**src/rtl/fetch_unit_if.sv**
```systemverilog
// rtl/fetch_unit_if.sv - fetch unit sequencer, imem and decode handshake bundle
interface fetch_unit_if;
    logic [31:0] next_pc;
    logic        pc_update;
    logic        imem_req_valid;
    logic        imem_req_ready;
    logic [31:0] imem_addr;
    logic        imem_resp_valid;
    logic [31:0] imem_resp_data;
    logic        inst_valid;
    logic        inst_ready;
    logic [31:0] inst;
    logic [31:0] inst_pc;
    logic [31:0] inst_pc_plus4;
    logic        misalign_err;

    modport master (
        input  next_pc, pc_update, imem_req_ready, imem_resp_valid, imem_resp_data, inst_ready,
        output imem_req_valid, imem_addr, inst_valid, inst, inst_pc, inst_pc_plus4, misalign_err
    );

    modport slave (
        output next_pc, pc_update, imem_req_ready, imem_resp_valid, imem_resp_data, inst_ready,
        input  imem_req_valid, imem_addr, inst_valid, inst, inst_pc, inst_pc_plus4, misalign_err
    );
endinterface

```
**src/rtl/fetch_unit.sv**
```systemverilog
// rtl/fetch_unit.sv - single-issue instruction fetch unit owning the architectural PC
module fetch_unit #(
    parameter logic [31:0] RESET_PC = 32'h0000_0000
) (
    input  logic          clk,
    input  logic          rst_n,
    fetch_unit_if.master  bus
);

    typedef enum logic [2:0] {
        S_REQ,
        S_WAIT,
        S_HOLD,
        S_EXEC,
        S_ERR
    } state_t;

    state_t      state_q, state_d;
    logic [31:0] pc_q, pc_d;
    logic [31:0] inst_q, inst_d;
    logic        misalign_q, misalign_d;
    logic        req_valid_q, req_valid_d;
    logic        inst_valid_q, inst_valid_d;

    always_comb begin
        state_d    = state_q;
        pc_d       = pc_q;
        inst_d     = inst_q;
        misalign_d = misalign_q;

        case (state_q)
            // req_valid_q is low for the reset cycle, so no request can be accepted then
            S_REQ: begin
                if (req_valid_q && bus.imem_req_ready) begin
                    state_d = S_WAIT;
                end
            end
            S_WAIT: begin
                if (bus.imem_resp_valid) begin
                    inst_d  = bus.imem_resp_data;
                    state_d = S_HOLD;
                end
            end
            S_HOLD: begin
                if (bus.inst_ready) begin
                    state_d = S_EXEC;
                end
            end
            S_EXEC: begin
                if (bus.pc_update) begin
                    if (bus.next_pc[1:0] == 2'b00) begin
                        pc_d    = bus.next_pc;
                        state_d = S_REQ;
                    end else begin
                        misalign_d = 1'b1;
                        state_d    = S_ERR;
                    end
                end
            end
            S_ERR: begin
                state_d = S_ERR;
            end
            default: begin
                state_d = S_ERR;
            end
        endcase

        // Valids are registered from the next state so outputs never see inputs combinationally
        req_valid_d  = (state_d == S_REQ);
        inst_valid_d = (state_d == S_HOLD);
    end

    always_ff @(posedge clk) begin
        if (!rst_n) begin
            state_q      <= S_REQ;
            pc_q         <= RESET_PC;
            inst_q       <= 32'h0;
            misalign_q   <= 1'b0;
            req_valid_q  <= 1'b0;
            inst_valid_q <= 1'b0;
        end else begin
            state_q      <= state_d;
            pc_q         <= pc_d;
            inst_q       <= inst_d;
            misalign_q   <= misalign_d;
            req_valid_q  <= req_valid_d;
            inst_valid_q <= inst_valid_d;
        end
    end

    assign bus.imem_req_valid = req_valid_q;
    assign bus.imem_addr      = pc_q;
    assign bus.inst_valid     = inst_valid_q;
    assign bus.inst           = inst_q;
    assign bus.inst_pc        = pc_q;
    assign bus.inst_pc_plus4  = pc_q + 32'd4;
    assign bus.misalign_err   = misalign_q;

endmodule

```
**src/flat_wrapper.sv**
```systemverilog
// flat-port wrapper written by rule: the top's interface ports become plain ports
module fetch_unit_flat 
#(
    parameter logic [31:0] RESET_PC = 32'h0000_0000
)
  (clk, rst_n, bus_next_pc, bus_pc_update, bus_imem_req_ready, bus_imem_resp_valid, bus_imem_resp_data, bus_inst_ready, bus_imem_req_valid, bus_imem_addr, bus_inst_valid, bus_inst, bus_inst_pc, bus_inst_pc_plus4, bus_misalign_err);
  fetch_unit_if bus_i ();
  input  logic clk;
  input  logic rst_n;
  input wire logic [$bits(bus_i.next_pc)-1:0] bus_next_pc;
  input wire logic [$bits(bus_i.pc_update)-1:0] bus_pc_update;
  input wire logic [$bits(bus_i.imem_req_ready)-1:0] bus_imem_req_ready;
  input wire logic [$bits(bus_i.imem_resp_valid)-1:0] bus_imem_resp_valid;
  input wire logic [$bits(bus_i.imem_resp_data)-1:0] bus_imem_resp_data;
  input wire logic [$bits(bus_i.inst_ready)-1:0] bus_inst_ready;
  output wire logic [$bits(bus_i.imem_req_valid)-1:0] bus_imem_req_valid;
  output wire logic [$bits(bus_i.imem_addr)-1:0] bus_imem_addr;
  output wire logic [$bits(bus_i.inst_valid)-1:0] bus_inst_valid;
  output wire logic [$bits(bus_i.inst)-1:0] bus_inst;
  output wire logic [$bits(bus_i.inst_pc)-1:0] bus_inst_pc;
  output wire logic [$bits(bus_i.inst_pc_plus4)-1:0] bus_inst_pc_plus4;
  output wire logic [$bits(bus_i.misalign_err)-1:0] bus_misalign_err;
  assign bus_i.next_pc = bus_next_pc;
  assign bus_i.pc_update = bus_pc_update;
  assign bus_i.imem_req_ready = bus_imem_req_ready;
  assign bus_i.imem_resp_valid = bus_imem_resp_valid;
  assign bus_i.imem_resp_data = bus_imem_resp_data;
  assign bus_i.inst_ready = bus_inst_ready;
  assign bus_imem_req_valid = bus_i.imem_req_valid;
  assign bus_imem_addr = bus_i.imem_addr;
  assign bus_inst_valid = bus_i.inst_valid;
  assign bus_inst = bus_i.inst;
  assign bus_inst_pc = bus_i.inst_pc;
  assign bus_inst_pc_plus4 = bus_i.inst_pc_plus4;
  assign bus_misalign_err = bus_i.misalign_err;
  fetch_unit #(.RESET_PC(RESET_PC)) u_core (.clk(clk), .rst_n(rst_n), .bus(bus_i));
endmodule
```
**config.mk**
```make
export PLATFORM = sky130hd
export DESIGN_NAME = fetch_unit_flat
export DESIGN_NICKNAME = d
export VERILOG_FILES = /design/src/rtl/fetch_unit_if.sv /design/src/rtl/fetch_unit.sv /design/src/flat_wrapper.sv
export SDC_FILE = /design/constraint.sdc
export NUM_CORES = 1
export LEC_CHECK = 0
export CAP_MARGIN = 20
export CORE_UTILIZATION = 41
export CTS_CLUSTER_SIZE = 12
export DETAILED_ROUTE_END_ITERATION = 8
export PLACE_DENSITY = 0.95
export SYNTH_ARGS = -nofsm -noshare
export SYNTH_HDL_FRONTEND = slang
export SYNTH_SLANG_ARGS = --single-unit
```
**constraint.sdc**
```tcl
create_clock -name clk -period 3.71 [get_ports clk]
set_input_delay 0.742 -clock clk [delete_from_list [all_inputs] [get_ports clk]]
set_output_delay 0.742 -clock clk [all_outputs]
set_load 0.03 [all_outputs]
```
==> results.cfg <==
[floorplanning]
dieArea_um2 = 8640
core_um2 = 7850
die_height_um = 93.0
die_w_um = 93.0
rows = 32
num_io_pins = 201
initial_core_util_pct = 43.2

[synthesis]
synth-edff-count = 0
avgSynthCellArea_um2 = 8.11
synth_compound_area_share_pct = 14.6
yosysSeqAreaShare_pct = 41.3
yosys_most_used_dff = dfxtp_1
synth_top_family_by_area = simple AND/OR/NAND/NOR gates
synth_area_um2 = 3390
synthAdderAreaFrac_pct = 0.369
synth_xor_area_share_pct = 7.23
yosysWarningCount = 0
syn_inst = 418
synthMuxAreaShare_pct = 0.664
synth-seq-cells = 70
synth_cell_type_count = 33
synth-simple-area-share_pct = 25.2
synth_fp_nets = 489
synth-async-reset-ratio_pct = 0

[clock_tree]
numCtsBuffers = 9
cts.sinks = 70
cts_setup_buffers = 0
htreeDepth = 3
cts_resized = 0
clockBufferDepth = 2
cts_tree = yes
clk_pin_slew_ns = 0.08
ctsHoldBuffers = 0
clk-insertion-delay-late_ns = 0.34
cts_root_buf = clkbuf_8

[grt]
grt_pass1_vias = 3324
grt_max_degree = 41
antenna_found_initial = 0
grt_pass1_wl_mm = 15.9
grt_usage_pct = 23.7
grt_overflow_total = 0

[critical_path]
setup.worst_path.end = bus_inst_pc_plus4[31]
r2r-start = u_core.state_q[1]
r2r_slack_ns = 2.15
crit_arrival_ns = 2.74
worstSetupStartpointType = register
worstPathRequired_ns = 2.97
reg2reg_depth = 5
path_cells = nand4_1, or4_4, nor4_4, xor2_1, clkdlybuf4s50_1
crit_start = u_core.bus.imem_addr[23]
cp_slowest_cell = clkdlybuf4s50_1
slowest_delay_ns = 0.68
end_kind = output port
r2r_end = u_core.bus.imem_addr[14]
worstSetupPathType = reg -> out
critPathMaxFanout = 7

[drt]
vias = 3415
dr.pass1.iters = 4
totalWireLength_mm = 10.2
avgViaCountPerCell = 4.99
drtIter0Drc = 97
wl_per_cell_um = 14.8
drcViolationCount = 0
antenna_left = 0

[sta]
finalSetupViolCount = 0
fmax_ghz = 0.287
worst_pin_slew_ns = 0.391
fin_tns_setup_ns = 0
hold_viol_final = 0
relSlewSlack_pct = 73.8
drv_slew = 0
grt_setup_unrepaired = no
clock_skew_ns = 0.0107
period_needed_ns = 3.48
finalCritPeriodShare_pct = 93.9

[power]
ir_drop_uv = 192
powerDensity_nw_per_um2 = 291
p_leak_nw = 1.94
total_power_w = 0.00159

[finish]
fin_util_pct = 69.5
final_layout_size_suffix_gt1_share_pct = 4.63
final_cell_area_um2 = 5460
diodes = 0
syn2layout_area_growth_pct = 60.9
fin_nets = 649

[placed_design]
port_buffers = 200
gp_congestion = 0.874
placed_cell_area_um2 = 5220
place_hpwl_mm = 7.79

[run_status]
outcome = completed

[flow_run]
maxCapViolations = 0

[hold_path]
hp-class = reg -> reg
==> sequential cells by signal (all words and copies together) (netlist names) <==
register,count
u_core.bus.inst,32
u_core.state_q,3
u_core.bus.inst_valid,1
u_core.bus.misalign_err,1
u_core.bus.imem_addr,32
u_core.bus.imem_req_valid,1
==> cells in the final DEF (no fill, tap or decap), types with 2 or more instances in the layout <==
master | netlist | layout
clkbuf_8 | 0 | 11
and3_1 | 4 | 4
dfxtp_1 | 70 | 70
buf_4 | 34 | 4
nor2_1 | 11 | 11
a21boi_0 | 38 | 38
and4_1 | 3 | 3
nor4_1 | 4 | 4
a21boi_1 | 24 | 24
clkdlybuf4s50_1 | 0 | 199
nand2_1 | 133 | 133
o21a_1 | 2 | 2
and2_1 | 2 | 2
nor3_1 | 7 | 7
xnor2_1 | 11 | 11
nand4_1 | 5 | 5
clkbuf_1 | 22 | 2
nand3_1 | 10 | 9
inv_1 | 6 | 6
xor2_1 | 17 | 17
==> cell type report <==
type / instances / area (µm²)
fill: 609 / 2390
timing repair buffer: 205 / 2050
multi-input combinational: 286 / 1650
sequential: 70 / 1400
clock buffer: 13 / 159
tap: 102 / 128
clock inverter: 3 / 42.5
inverter: 6 / 22.5
==> logic make-up after synthesis <==
logic type               count (synthesis)
XOR/XNOR                                28
adder cells (fa/ha/maj)                  1
multiplexers                             1
AND/OR/NAND/NOR                        190
buffers and inverters                   62
AO/OA/AOI/OAI                           66
flip-flops                              70
==> worst min path at each step <==
stage / start / endpoint / slack [ns] / cells after the start
finish: u_core.bus.inst[24] / u_core.bus.inst[24] / 0.45 / 2
global route: u_core.bus.inst[14] / u_core.bus.inst[14] / 0.47 / 2
CTS: u_core.bus.inst[14] / u_core.bus.inst[14] / 0.46 / 2
detailed placement: u_core.bus.inst[14] / u_core.bus.inst[14] / 0.45 / 2
global placement: u_core.bus.inst[14] / u_core.bus.inst[14] / 0.44 / 2
floorplan: u_core.state_q[2] / u_core.bus.inst_valid / 0.48 / 1
==> stage by stage <==
stage	cells	worst slack, ns	hold WS [ns]
after CTS	684	0.157	0.456
after global routing	685	0.0147	0.468
after global placement	668	0.607	0.439
final	685	0.227	0.452
after detailed placement	668	0.531	0.447
after floorplan	418	0.794	0.484
==> critical path: cells and delay by family, from the launching register on <==
family / cells / cell delay, ns
AND/OR/NAND/NOR: 3 / 1.08
flip-flops: 1 / 0.49
buffers and inverters: 1 / 0.68
XOR/XNOR: 1 / 0.16
==> power by group <==
part           internal, W  switching, W  total (W)
logic             0.000111     0.0000784   0.000190
registers         0.000766     0.0000101   0.000776
clock network     0.000347      0.000277   0.000624
total              0.00122      0.000366    0.00159
==> synth_stat cells, drive strengths merged (2+ instances only) <==
| cell | instances | area, µm² |
|---|---|---|
| inv | 6 | 22.5 |
| and2 | 2 | 12.5 |
| nand4 | 6 | 43.8 |
| and3 | 4 | 25.0 |
| nor3 | 7 | 35.0 |
| and4 | 3 | 26.3 |
| nor4 | 5 | 46.3 |
| nand2 | 133 | 499 |
| clkbuf | 22 | 82.6 |
| nand3 | 10 | 50.1 |
| xnor2 | 11 | 96.3 |
| buf | 34 | 255 |
| dfxtp | 70 | 1400 |
| o21a | 2 | 15.0 |
| nor2 | 11 | 41.3 |
| xor2 | 17 | 149 |
| a21boi | 62 | 465 |
==> layer usage <==
| metal | track usage [%] | part of all wire (%) |
|---|---|---|
| met1 | 24.3 | 37 |
| met2 | 42.6 | 51 |
| met3 | 7.14 | 7.1 |
| met4 | 13.1 | 4.4 |
| met5 | 0 | 0 |
Note: power is estimated with default switching activity, not from simulation.
==> edit 1: new RTL, same flow settings <==
Re-encode `state_t` (5 states) as one-hot, 5 bits wide.
--- a/src/rtl/fetch_unit.sv
+++ b/src/rtl/fetch_unit.sv
@@ -7,12 +7,12 @@
     fetch_unit_if.master  bus
 );
 
-    typedef enum logic [2:0] {
-        S_REQ,
-        S_WAIT,
-        S_HOLD,
-        S_EXEC,
-        S_ERR
+    typedef enum logic [4:0] {
+        S_REQ  = 5'b00001,
+        S_WAIT = 5'b00010,
+        S_HOLD = 5'b00100,
+        S_EXEC = 5'b01000,
+        S_ERR  = 5'b10000
     } state_t;
 
     state_t      state_q, state_d;
Behaviour: same outputs for any inputs over 10 cycles, from zero or initial values and one cycle with rst_n low; not proved beyond that.
==> edit 1 against the unedited design <==
Global-route usage down 1.1 points; total power down 4.3%; synthesized area up 6.5%; worst setup slack better by 0.060 ns; routed wire length up 1.4%; sequential cell count up 2; design area up 2.4%; critical path type unchanged; critical endpoint is now bus_inst_pc_plus4[16]; largest power group unchanged.
==> edit 1: results (changes against the unedited design) <==
status: "finished clean"
p_leak_nw: 1.84  # -4.9%
grt_use_met3_pct: 9.16  # +2.0 points
track_usage_pct: 22.6  # -1.1 points
seq_power_mw: 0.789  # +2%
dpl.hpwl_mm: 7.97  # +2.3%
drt_iter0_drc: 56  # -42%
grt_pass1_vias: 3361  # +1.1%
synth_area_leaders: "dfxtp_1, mux2i_1, nand2_1"
synth_nets: 473  # -3.3%
grt_max_degree: 39  # -4.9%
port_buffers: 200  # unchanged
grt.met1_usage_pct: 24.6  # +0.25 points
antenna_found_initial: 0  # unchanged
grt_pass1_wl_mm: 16.0  # +0.21%
layout-drive-gt1-share_pct: 5.46  # +0.83 points
vias_per_cell: 5.03  # +0.92%
fin_nets: 635  # -2.2%
ys_types: 38  # +15%
clk_path_buf_depth: 2  # unchanged
ys_seq_area_share_pct: 39.9  # -1.4 points
p_sw_mw: 0.348  # -4.7%
clk-power_mw: 0.596  # -4.5%
ys_top_cells_by_count: "dfxtp_1, nand2_1, buf_4"
wire_per_inst_um: 15.3  # +3.2%
grt_use_met2_pct: 39.3  # -3.4 points
skew_ns: 0.0109  # +0.000152 ns
routabilityCongestion: 0.788  # -9.8%
ir_worst_vdd_mv: 0.262  # +36%
dr.pass1.iters: 4  # unchanged
cellPowerDensity_mw_per_mm2: 272  # -6.5%
arrival_ns: 2.68  # -0.06 ns
slew_headroom_pct: 65.5  # -8.4 points
-- edit 1: path summary, 6_finish.rpt --
kind | from | end | slack [ns] | depth (start not counted)
worst min-delay path | u_core.bus.inst[4] | u_core.bus.inst[4] | 0.46 | 2
worst max-delay path | u_core.bus.imem_addr[2] | bus_inst_pc_plus4[16] | 0.29 | 6
worst min register to register | u_core.bus.inst[4] | u_core.bus.inst[4] | 0.46 | 2
worst max register to register | u_core.state_q[4] | u_core.bus.imem_addr[21] | 1.81 | 5
-- edit 1: critical path, cell delays in order (launching register included) --
cell and delay, ns:
dfxtp_1 0.47, ha_1 0.26, inv_1 0.09, or4_4 0.55
nor2_2 0.14, xor2_1 0.15, clkdlybuf4s50_1 0.68
-- edit 1: area by class of cell --
cell class	count	area [sq um]
Clock buffer	9	124
Clock inverter	6	61.3
Fill cell	645	2790
Inverter	6	22.5
Multi-Input combinational cell	271	1770
Sequential cell	72	1440
Tap cell	105	131
Timing Repair Buffer	204	2040
-- edit 1: through the flow --
stage / worst slack (ns) / cell area, sq um / instances
global route: 0.0845 / 5590 / 673
global placement: 0.761 / 5400 / 658
floorplan: 0.924 / 3610 / 402
finish: 0.287 / 5590 / 673
detailed placement: 0.672 / 5400 / 658
CTS: 0.286 / 5590 / 673
-- edit 1: cells by family (layout without fill, tap and decap cells) --
family                   after synthesis  count (layout)  synth area share, %
AO/OA/AOI/OAI                         43              43                 8.80
XOR/XNOR                              28              28                 6.79
adder cells (fa/ha/maj)                1               1                0.346
buffers and inverters                 59             225                 11.1
flip-flops                            72              72                 39.9
multiplexers                          30              30                 8.32
AND/OR/NAND/NOR                      169             169                 24.7
-- edit 1: routing by layer --
metal	share of wire (%)	routed length [um]	up-vias
met5	0	0	-
met4	2.0	209	0
met3	10	1060	18
met2	49	5020	179
met1	39	4000	1555
li1	-	-	1634
==> edit 2: new RTL, same flow settings <==
Without the edit above. Make the reset (`rst_n`) asynchronous in one clocked block.
--- a/src/rtl/fetch_unit.sv
+++ b/src/rtl/fetch_unit.sv
@@ -70,7 +70,7 @@
         inst_valid_d = (state_d == S_HOLD);
     end
 
-    always_ff @(posedge clk) begin
+    always_ff @(posedge clk or negedge rst_n) begin
         if (!rst_n) begin
             state_q      <= S_REQ;
             pc_q         <= RESET_PC;
Function: differs if rst_n is asserted again (counterexample within 4 cycles, from zero or initial values and one cycle with rst_n low); with rst_n held inactive, the same outputs for 10 cycles.
==> edit 2 against the unedited design <==
Design area rose by 0.89%; worst setup slack got worse by 0.0064 ns; routed wire length fell by 8.5%; sequential cell count is the same; non-clock buffer count shrank 3; die area rose by 2.0%; synthesized area increased by 2.1%; first-iteration DRC count decreased by 22%; core utilization down 2.2 points; worst hold slack better by 0.035 ns.
Power is not compared: it rests on default switching activity, and its combinational part moved more than twofold at a synthesized area within 25%.
==> edit 2: results (changes against the unedited design) <==
status: "finished clean"
synth_nets: 351  # -28%
synth_area_leaders: "dfrtp_1, mux2_1, buf_4"
dpl.hpwl_mm: 7.08  # -9.2%
vias: 2786  # -18%
grt_pass1_wl_mm: 14.3  # -10%
syn-mean-instance-area_sq_um: 12.4  # +52%
p_leak_nw: 2.29
grt_max_degree: 71  # +73%
min_from: "u_core.bus.inst[2]"
grt_use_met3_pct: 8.01  # +0.87 points
track_usage_pct: 21.5  # -2.2 points
final_cell_area_sq_mm: 0.00551  # +0.89%
drt_iter0_drc: 76  # -22%
layout-drive-gt1-share_pct: 5.52  # +0.89 points
r2r-start: "u_core.state_q[2]"
ys_types: 30  # -9.1%
fillers: 621  # +2.0%
skew_ns: 0.00550  # -0.00521 ns
grt_pass1_vias: 2854  # -14%
timing.rr.end: "u_core.bus.imem_addr[4]"
placed_area_sq_mm: 0.00531  # +1.6%
ys_top_cells_by_count: "dfrtp_1, mux2_1, buf_4"
dr.pass1.iters: 4  # unchanged
arrival_ns: 2.75  # about the same
grt_use_met2_pct: 38.9  # -3.7 points
rr_worst_depth: 4  # -1
startpoint: "u_core.bus.imem_addr[10]"
finalNonFillerCells: 558  # -19%
diodes: 0  # unchanged
routabilityCongestion: 0.789  # -9.7%
totalWireLength_mm: 9.29  # -8.5%
synth-async-reset-ratio_pct: 100  # +100 points
grt.met1_usage_pct: 22.8  # -1.5 points
dp.cells: 542  # -19%
critPathMaxFanout: 8  # +1
fin_nets: 519  # -20%
hold_depth: 1  # -1
ys_seq_area_share_pct: 50.6  # +9.3 points
-- edit 2: cell type report --
cell class / instances / share of cell area [%]
Clock inverter: 6 / 1.27
Sequential cell: 70 / 31.8
Multi-Input combinational cell: 164 / 25.6
Tap cell: 105 / 2.39
Inverter: 1 / 0.0682
Timing Repair Buffer: 202 / 36.6
Clock buffer: 10 / 2.32
-- edit 2: kinds of logic after synthesis --
family                     Yosys count  synth area share [%]
muxes                               61                  19.8
AOI/OAI and AO/OA                    7                  1.23
buffers and inverters               46                  8.93
adders and majority gates            1                 0.361
xor gates and xnor gates            28                  7.08
and+or+nand+nor                     67                  12.0
DFF                                 70                  50.6
-- edit 2: layer usage --
layer	part of all wire, %	wire [um]	vias to the layer above
met5	0	0	-
met4	1.3	117	0
met3	10	931	11
met2	51	4750	149
met1	38	3500	1347
li1	-	-	1279
-- edit 2: through the flow --
step / setup WS (ns) / hold WS, ns
after CTS: 0.184 / 0.493
after global routing: 0.0633 / 0.497
final: 0.221 / 0.487
after floorplan: 0.890 / 0.446
after global placement: 0.674 / 0.465
after detailed placement: 0.578 / 0.475
-- edit 2: how the worst max path moves through the flow --
stage	to	slack [ns]
floorplan	bus_inst_pc_plus4[30]	0.89
global placement	bus_inst_pc_plus4[25]	0.67
detailed placement	bus_inst_pc_plus4[21]	0.58
CTS	bus_inst_pc_plus4[21]	0.18
global route	bus_inst_pc_plus4[21]	0.06
finish	bus_inst_pc_plus4[21]	0.22
-- edit 2: worst max-delay path, stage by stage (launching register included) --
cell	delay [ns]
dfrtp_1	0.51
nand3_2	0.15
or3_1	0.55
nor3_1	0.34
xor2_1	0.18
clkdlybuf4s50_1	0.68
-- edit 2: power groups by stage --
stage / Sequential, mW / Combinational, mW / Clock, mW
final: 1.36 / 2.50 / 0.616
after global routing: 1.40 / 2.61 / 0.670
after CTS: 1.36 / 2.52 / 0.636
after detailed placement: 1.37 / 2.52 / 0
after global placement: 1.34 / 2.49 / 0
after floorplan: 1.89 / 0.920 / 0
